==> src/rtl/phy_serial_sync_rx.sv <==
// Serial receive front end for the 4-lane PHY link.
// Hunts for COM alignment bit by bit, confirms lock over COM_COUNT byte-aligned
// COMs, then decodes bytes and hands them out round-robin to lanes 0..3.
module phy_serial_sync_rx #(
  parameter logic [7:0]  COM_CHAR  = 8'hBC,
  parameter logic [7:0]  IDLE_CHAR = 8'h7C,
  parameter int unsigned COM_COUNT = 4
) (
  input  logic       i_clk_32f,
  input  logic       i_reset,
  input  logic       i_serial_in,
  output logic [7:0] o_byte_out,
  output logic       o_byte_valid,
  output logic [1:0] o_lane_sel,
  output logic       o_active,
  output logic       o_idle_out
);

  localparam logic [3:0] ComCount    = 4'(COM_COUNT);
  // A single COM is enough to lock, so HUNT skips COUNT entirely.
  localparam logic       LockOnFirst = (COM_COUNT <= 1);

  typedef enum logic [1:0] {StHunt, StCount, StActive} state_e;

  state_e     r_state;
  state_e     w_state_nxt;
  logic [7:0] r_shreg;
  logic [7:0] w_shreg_nxt;
  logic [2:0] r_bit_cnt;
  logic [3:0] r_com_cnt;
  logic [3:0] w_com_inc;
  logic [7:0] r_byte_out;
  logic       r_byte_valid;
  logic [1:0] r_lane_sel;
  logic       r_last_com;
  logic       w_boundary;
  logic       w_is_com;
  logic       w_is_idle;
  logic       w_lock;

  assign w_shreg_nxt = {r_shreg[6:0], i_serial_in};
  assign w_boundary  = (r_bit_cnt == 3'd7);
  assign w_is_com    = (w_shreg_nxt == COM_CHAR);
  assign w_is_idle   = (w_shreg_nxt == IDLE_CHAR);
  assign w_com_inc   = r_com_cnt + 4'd1;
  assign w_lock      = (w_com_inc >= ComCount);

  // State register.
  always_ff @(posedge i_clk_32f) begin
    if (i_reset) begin
      r_state <= StHunt;
    end else begin
      r_state <= w_state_nxt;
    end
  end

  // Next-state: bit-granular search, byte-aligned confirmation, then locked until reset.
  always_comb begin
    w_state_nxt = r_state;
    unique case (r_state)
      StHunt: begin
        if (w_is_com) begin
          w_state_nxt = LockOnFirst ? StActive : StCount;
        end
      end
      StCount: begin
        if (w_boundary) begin
          if (!w_is_com) begin
            w_state_nxt = StHunt;
          end else if (w_lock) begin
            w_state_nxt = StActive;
          end
        end
      end
      StActive: w_state_nxt = StActive;
      default:  w_state_nxt = StHunt;
    endcase
  end

  // Outputs decoded from state; idle is forced while unlocked.
  always_comb begin
    o_active     = (r_state == StActive);
    o_idle_out   = (r_state != StActive) || r_last_com;
    o_byte_out   = r_byte_out;
    o_byte_valid = r_byte_valid;
    o_lane_sel   = r_lane_sel;
  end

  // Datapath: shift register, bit/COM counters, byte and lane registers.
  always_ff @(posedge i_clk_32f) begin
    if (i_reset) begin
      r_shreg      <= 8'd0;
      r_bit_cnt    <= 3'd0;
      r_com_cnt    <= 4'd0;
      r_byte_out   <= 8'd0;
      r_byte_valid <= 1'b0;
      r_lane_sel   <= 2'd0;
      r_last_com   <= 1'b1;
    end else begin
      r_shreg      <= w_shreg_nxt;
      r_bit_cnt    <= r_bit_cnt + 3'd1;
      r_byte_valid <= 1'b0;
      // lane_sel shows the slot lane during the valid cycle, then moves on.
      if (r_byte_valid) begin
        r_lane_sel <= r_lane_sel + 2'd1;
      end
      unique case (r_state)
        StHunt: begin
          if (w_is_com) begin
            r_bit_cnt  <= 3'd0;
            r_com_cnt  <= 4'd1;
            r_lane_sel <= 2'd0;
            r_last_com <= 1'b1;
          end
        end
        StCount: begin
          if (w_boundary) begin
            if (w_is_com) begin
              r_com_cnt  <= w_lock ? ComCount : w_com_inc;
              r_lane_sel <= 2'd0;
              r_last_com <= 1'b1;
            end else begin
              r_com_cnt <= 4'd0;
            end
          end
        end
        StActive: begin
          if (w_boundary) begin
            if (w_is_com) begin
              // Frame marker: restart at lane 0, dropping any partial frame.
              r_lane_sel <= 2'd0;
              r_last_com <= 1'b1;
            end else if (w_is_idle) begin
              r_lane_sel <= r_lane_sel + 2'd1;
              r_last_com <= 1'b0;
            end else begin
              r_byte_out   <= w_shreg_nxt;
              r_byte_valid <= 1'b1;
              r_last_com   <= 1'b0;
            end
          end
        end
        default: ;
      endcase
    end
  end

endmodule
==> config.mk <==
export PLATFORM = sky130hd
export DESIGN_NAME = phy_serial_sync_rx
export DESIGN_NICKNAME = d
export VERILOG_FILES = /design/src/rtl/phy_serial_sync_rx.sv
export SDC_FILE = /design/constraint.sdc
export NUM_CORES = 1
export LEC_CHECK = 0
export BUFFER_PORTS_ARGS = -buffer_cell sky130_fd_sc_hd__buf_2
export CAP_MARGIN = 20
export CORE_ASPECT_RATIO = 0.8
export CORE_MARGIN = 3
export CORE_UTILIZATION = 50
export DETAILED_ROUTE_END_ITERATION = 16
export GPL_ROUTABILITY_DRIVEN = 0
export PLACE_DENSITY_LB_ADDON = 0.2
export REMOVE_ABC_BUFFERS = 1
export SLEW_MARGIN = 25
export SYNTH_ARGS = -nofsm -noshare
export SYNTH_HDL_FRONTEND = slang
export SYNTH_SLANG_ARGS = --single-unit
==> constraint.sdc <==
create_clock -name i_clk_32f -period 2.2 [get_ports i_clk_32f]
set_clock_uncertainty 0.2 [all_clocks]
set_input_delay 0.44 -clock i_clk_32f [delete_from_list [all_inputs] [get_ports i_clk_32f]]
set_output_delay 0.44 -clock i_clk_32f [all_outputs]
set_load 0.1 [all_outputs]
Word level (Yosys, flattened, before mapping)
Cells that the tools add are included.

cells by class
  bitwise operators = 4
  divide/modulo/power cells = 0
  shift operators = 0
  order comparisons = 1
  $mul = 0
  add/sub/neg operators = 3
  equal/unequal tests = 10
  multiplexer cells = 25
  reduce and logical (&&, ||, !) cells = 9

operator list
  operator                                             count
  2-to-1 mux 2 bit                                     10
  2-to-1 mux 4 bit                                     4
  one-hot mux 2 bit (3 select lines)                   2
  AND reduction 3 bit                                  3
  == test 8 x 7 -> 1 bit, second input constant        1
  == test 8 bit, second input constant                 1
  one-hot mux 4 bit (2 select lines)                   1
  2-to-1 mux 3 bit                                     2
  != test 2 bit, second input constant                 3
  2-to-1 mux 1 bit                                     5
  adder 4 x 1 -> 4 bit, second input constant          1
  >= comparator 4 x 3 -> 1 bit, second input constant  1
  NOT 1 bit                                            4
  AND reduction 4 bit                                  1
  OR reduction 4 bit                                   1
  adder 3 x 1 -> 3 bit, second input constant          1
  == test 3 bit, second input constant                 1
  != test 3 bit, second input constant                 1
  one-hot mux 1 bit (3 select lines)                   1
  nonzero test 3 bit                                   1
  adder 2 x 1 -> 2 bit, second input constant          1
  == test 2 x 1 -> 1 bit, second input constant        1
  == test 2 bit, second input constant                 1
  zero test 2 bit                                      1
  other kinds (3)                                      3

storage, ports and cells
  bits in writable memories = 0
  bits in read-only memories = 0
  bits in latches = 0
  flip-flop bits (word level) = 28
  input port bits = 3
  memories = 0

Logic depth before layout (Yosys ltp)
Gate-level depths: netlist of the first run.

  depth after elaboration = 6
  mapped depth = 6
  mapped depth without buffers = 6

Worst setup path after synthesis of the first run
No wires, ideal clock.

  path kind = register to output
  start = register r_state[0]
  end = output port o_idle_out
  path slack = -0.404 ns
  data arrival time = 1.964 ns
  stages on the path, launching flop included = 5
  buffers on the path = 1
  cell sequence = dfxtp_1 > buf_2 > nand2b_1 > inv_1 > nand2b_1

on the way
  cells in the longest elaborated chain, start to end = 2

RTL lines
  what                    RTL line  text
  start, declared         25        state_e r_state;
  start signal, assigned  51        r_state <= StHunt;
  start signal, assigned  53        r_state <= w_state_nxt;
  != test 2 bit           83        o_idle_out = (r_state != StActive) || r_last_com;
  logical OR 1 bit        83
  end, declared           16        output logic o_idle_out

No other way between the ends.

Final worst setup path of the first run
  start = register r_state[0]
  end = output port o_active

on the way
  cells in the longest elaborated chain, start to end = 1

RTL lines
  what           RTL line  text
  == test 2 bit  82        o_active = (r_state == StActive);
  end, declared  15        output logic o_active,

No other way between the ends.

==> results of run 1 <==
## layer usage
layer | track usage [%] | vias to the layer above | part of all wire (%)
li1 | - | 429 | -
met1 | 22.2 | 402 | 53
met4 | 2.21 | 0 | 0.75
met3 | 4.76 | 5 | 4.4
met2 | 21.5 | 16 | 42
met5 | 0 | - | 0
## area by class of cell
class	count	share of cell area, %
Clock inverter	1	2.32
Timing Repair Buffer	16	6.58
Inverter	2	0.581
Multi-Input combinational cell	77	43.1
Sequential cell	28	43.4
Tap cell	24	2.32
Clock buffer	3	1.74
## kinds of logic after synthesis
group,after synthesis,share of synthesized area [%]
flip-flops,28,48.8
multiplexers,6,5.23
AO/OA/AOI/OAI,17,11.3
adder cells (fa/ha/maj),4,4.14
AND/OR/NAND/NOR,48,26.3
buffers and inverters,6,2.72
XOR/XNOR,2,1.53
## stage by stage
stage | std cells | hold slack (ns)
floorplan | 107 | 0.198
global placement | 147 | 0.206
detailed placement | 147 | 0.226
CTS | 151 | 0.140
global route | 151 | 0.158
finish | 151 | 0.145
## power breakdown
group	switching, uW	internal (uW)	total (uW)
logic	12.0	7.76	19.8
clock network	147	184	331
registers	4.32	515	519
total	163	707	870
## flip-flops by register name, indices dropped and copies added, names as in the netlist
name          count
o_byte_valid      1
r_shreg           7
r_last_com        1
r_bit_cnt         3
r_state           2
r_com_cnt         4
o_lane_sel        2
o_byte_out        8
## path summary, 6_finish.rpt
| kind | to | slack, ns | from | cells past startpoint |
|---|---|---|---|---|
| setup reg to reg | o_byte_out[7]$_SDFFE_PP0P_ | 0.25 | r_bit_cnt[0]$_SDFF_PP0_ | 6 |
| hold reg to reg | r_bit_cnt[0]$_SDFF_PP0_ | 0.25 | r_bit_cnt[0]$_SDFF_PP0_ | 1 |
| hold / removal | r_shreg[0]$_SDFF_PP0_ | 0.14 | i_serial_in | 2 |
| setup / recovery | o_active | 0.15 | r_state[0]$_SDFFE_PP0P_ | 3 |
## cells in the final DEF (no fill, tap or decap), drive strengths merged, types with 2 or more instances in the layout
cell type,synthesis,layout
and3,2,2
nor2,10,10
clkbuf,2,4
nand3,3,3
mux2i,6,6
xor2,2,2
inv,2,2
dfxtp,28,28
a41oi,2,2
buf,2,15
nor3,3,3
and2,5,5
and3b,2,2
nand2b,2,2
a21oi,6,6
a31oi,2,2
ha,3,3
nand3b,4,4
nor2b,9,9
nor3b,2,2
==> flow_summary.toml, run 1 <==
[status]
outcome = "finished clean"

[cts]
cts_tree = "done"
postCtsSetupRepairBufs = 0
numCtsBuffers = 3
cts_root_buf = "clkbuf_4"
clkTransAtPathRegs_ns = 0.14
post_cts_resized = 0
ctsHoldBuffers = 0
clk_path_buf_depth = 2
cts_htree_levels = 1
clk_latency_ns = 0.33
clock_sinks = 28

[floorplanning]
die-area_mm2 = 0.00291
core_area_mm2 = 0.00203
initial_utilization_pct = 56.5
core.rowCount = 14
ios = 16
fp.dieW_um = 59.6
die-height_um = 48.9

[critical_path]
cp_max_fo = 9
critPathArrivalTime_ns = 1.41
required_ns = 1.56
crit_type = "register to output port"
path_cells = "nand2b_1 -> inv_1 -> buf_2"
critPathLaunchType = "register"
cpLargestDelayFamily = "buffers and inverters"
cp_slowest_cell = "buf_2"
slowest_delay_ns = 0.42
endpoint_kind = "output port"
path_buf_inv = 2

[logic_synthesis]
yosysWarnings = 0
synthArstFlopShare_pct = 0
yosysMostFrequentCell = "dfxtp_1"
synth_top_area_cell = "dfxtp_1"
synth_area_mm2 = 0.00115
synth-main-ff-cell = "dfxtp_1"
syn_avg_cell_area_um2 = 10.3
synth_edf_count = 0
ys_seq_area_share_pct = 48.8
synthDistinctLibCells = 36
syn_inst = 111
ys_ff_latch = 28
synth_top_area_share_pct = 48.8
synth_common_cells = "dfxtp_1, nor2_1, nor2b_1"
synth_area_leaders = "dfxtp_1, mux2i_1, nor2b_1"

[global_route]
grtUsageTotal_pct = 15.0
gr-total-overflow = 0
grt_pass1_wl_um = 3440
antenna_found_initial = 0
grt_pass1_vias = 759
grt_max_degree = 24

[pwr]
ir_worst_vdd_mv = 0.846
power_uw = 870
p_leak_uw = 0.000551
pwr_density_cell_mw_per_mm2 = 673

[detailed_routing]
num_vias = 852
via_per_inst = 5.64
drtIter0Drc = 21
wl_um = 2010
drc_errors = 0
ant_nets = 0
first_pass_iters = 4
wire_per_inst_um = 13.3

[final_layout]
drive_above_1_share_pct = 18.9
multi_input_area_um2 = 557
post-route-util_pct = 63.6
n_antenna_cell = 0
fill_cells = 173
syn_to_final_growth_pct = 12.5
final_cell_area_mm2 = 0.00129
seq_area_um2 = 561
finish.net_count = 134

[sta]
min_period_over_period_pct = 93.1
report.final.hold_viol_count = 0
rsz0062_at_grt = "false"
setup_viol = 0
max_slew_margin_pct = 67.8
slew_violations = 0
worstMarginPinSlew_ns = 0.486
fin_tns_setup_ns = 0
setup_slack_ns = 0.152
fmax_ghz = 0.488
fin_crit_ns = 2.05

[placement]
pre_cts_slack_ns = 0.253
port-buffer-count = 15
dp_hpwl_um = 1460
placed_area_mm2 = 0.00124

[run]
cap_violations = 0

[min_path]
hold_class = "input port to register"
No activity file was read; power rests on OpenSTA's default activity.
==> inputs of run 2 (changes only) <==
--- a/config.mk
+++ b/config.mk
@@ -14,6 +14,7 @@
 export GPL_ROUTABILITY_DRIVEN = 0
 export PLACE_DENSITY_LB_ADDON = 0.2
 export REMOVE_ABC_BUFFERS = 1
+export SKIP_CTS_REPAIR_TIMING = 1
 export SLEW_MARGIN = 25
 export SYNTH_ARGS = -nofsm -noshare
 export SYNTH_HDL_FRONTEND = slang
==> constraint.sdc (replaced) <==
create_clock -name i_clk_32f -period 2.1 [get_ports i_clk_32f]
set_clock_uncertainty 0.2 [all_clocks]
set_input_delay 0.42 -clock i_clk_32f [delete_from_list [all_inputs] [get_ports i_clk_32f]]
set_output_delay 0.42 -clock i_clk_32f [all_outputs]
set_load 0.1 [all_outputs]
==> run 2 against run 1 <==
  * Power decreased by 5.7%
  * Clock power decreased by 23%
  * Critical path depth did not move
  * Sequential cell count is the same
  * Non-clock buffer count is the same
  * Global-route usage is 0.44 points lower
  * Routed wire length fell by 0.70%
  * Via count decreased by 0.94%
  * Utilization decreased by 0.80 points
  * Setup slack got worse by 0.085 ns
  * Hold slack got worse by 0.015 ns
  * Sequential share of layout area up 0.55 points
  * Largest cell class unchanged
  * Largest power group unchanged
==> flow_summary.toml, run 2 (synthesis results as in run 1) <==
[status]
outcome = "finished clean"

[cts]
clk_path_buf_depth = 2
clock_sinks = 28
cts_htree_levels = 1
clk_latency_ns = 0.33
clkTransAtPathRegs_ns = 0.14
cts_tree = "done"
cts_root_buf = "clkbuf_4"
numCtsBuffers = 3

[sta]
slew_violations = 0
holdWs_ns = 0.129
setup_viol = 0
report.final.hold_viol_count = 0
setup_slack_ns = 0.0666
worstMarginPinSlew_ns = 0.486
max_slew_margin_pct = 67.8
fin_crit_ns = 2.03
fin_tns_setup_ns = 0
fmax_ghz = 0.492
min_period_over_period_pct = 96.8

[global_route]
gr-total-overflow = 0
grt_use_met3_pct = 4.76
top_usage_layer = "met1"
grt_max_degree = 24
grt_pass1_wl_um = 3350
grtUsageTotal_pct = 14.5
grt_use_met1_pct = 21.0
grt_pass1_vias = 760
antenna_found_initial = 0
use_met2_pct = 20.7

[detailed_routing]
first_pass_iters = 4
wire_per_inst_um = 13.2
num_vias = 844
wl_um = 1990
drtIter0Drc = 21
ant_nets = 0
drc_errors = 0
via_per_inst = 5.59

[pwr]
power_uw = 820
ir_worst_vdd_mv = 0.578
p_leak_uw = 0.000544
pwr_density_cell_mw_per_mm2 = 643

[placement]
dp_hpwl_um = 1460
pre_cts_slack_ns = 0.177
port-buffer-count = 15

[final_layout]
post-route-util_pct = 62.8
largest_reg_flops = 8
drive_above_1_share_pct = 18.9
seq_area_um2 = 561
finish.net_count = 134
syn_to_final_growth_pct = 11.1
mostFrequentLayoutCell = "dfxtp_1"
layout_common_cells = "dfxtp_1, buf_2, nor2_1"
n_antenna_cell = 0
fill_cells = 166
multi_input_area_um2 = 557

[critical_path]
critPathArrivalTime_ns = 1.41
critPathLaunchType = "register"
crit_type = "register to output port"
regToRegSetupSlack_ns = 0.18
required_ns = 1.48
ff2ff_path_depth = 6
cp_max_fo = 9
endpoint_kind = "output port"

[floorplanning]
die-area_mm2 = 0.00291
die-height_um = 48.9
fp.dieW_um = 59.6
ios = 16
core.rowCount = 14
core_area_mm2 = 0.00203
initial_utilization_pct = 56.5

[min_path]
hold_depth = 2
hold_class = "input port to register"

[run]
cap_violations = 0
-- run 2: cell count changes in the layout (fill, tap and decap cells not counted), sizes merged --
cell    previous run  this run
clkbuf             4         5
bufinv             1         0
-- run 2: path summary, 6_finish.rpt --
check / startpoint / to
hold / removal: i_serial_in / r_shreg[0]$_SDFF_PP0_
setup reg to reg: r_bit_cnt[0]$_SDFF_PP0_ / o_byte_out[7]$_SDFFE_PP0P_
setup / recovery: r_state[0]$_SDFFE_PP0P_ / o_active
hold reg to reg: r_bit_cnt[0]$_SDFF_PP0_ / r_bit_cnt[0]$_SDFF_PP0_
-- run 2: critical path, cell delays in order (launching register included) --
cell	delay (ns)
dfxtp_1	0.40
nand2b_1	0.19
inv_1	0.08
buf_2	0.42
-- run 2: metrics by stage --
| step | cells | instance area [um^2] |
|---|---|---|
| floorplan | 107 | 1120 |
| global placement | 147 | 1240 |
| detailed placement | 147 | 1240 |
| CTS | 151 | 1270 |
| global route | 151 | 1280 |
| finish | 151 | 1280 |
-- run 2: area by class of cell --
type,instances,share of cell area [%]
Sequential cell,28,43.9
Multi-Input combinational cell,77,43.6
Timing Repair Buffer,16,6.67
Clock buffer,4,2.84
Tap cell,24,2.35
Inverter,2,0.588
-- run 2: per-layer routing --
layer  part of all wire [%]  routed length (um)
met2                     44                 877
met5                      0                   0
met4                    1.1                  21
met3                    5.0                  99
met1                     50                 996
-- run 2: where the power goes --
part	total [uW]	switching [uW]	internal, uW	leakage, uW
Clock	256	150	106	0.0000210
Combinational	20.4	12.4	8.08	0.000296
Sequential	544	4.53	539	0.000227
Total	820	167	653	0.000544
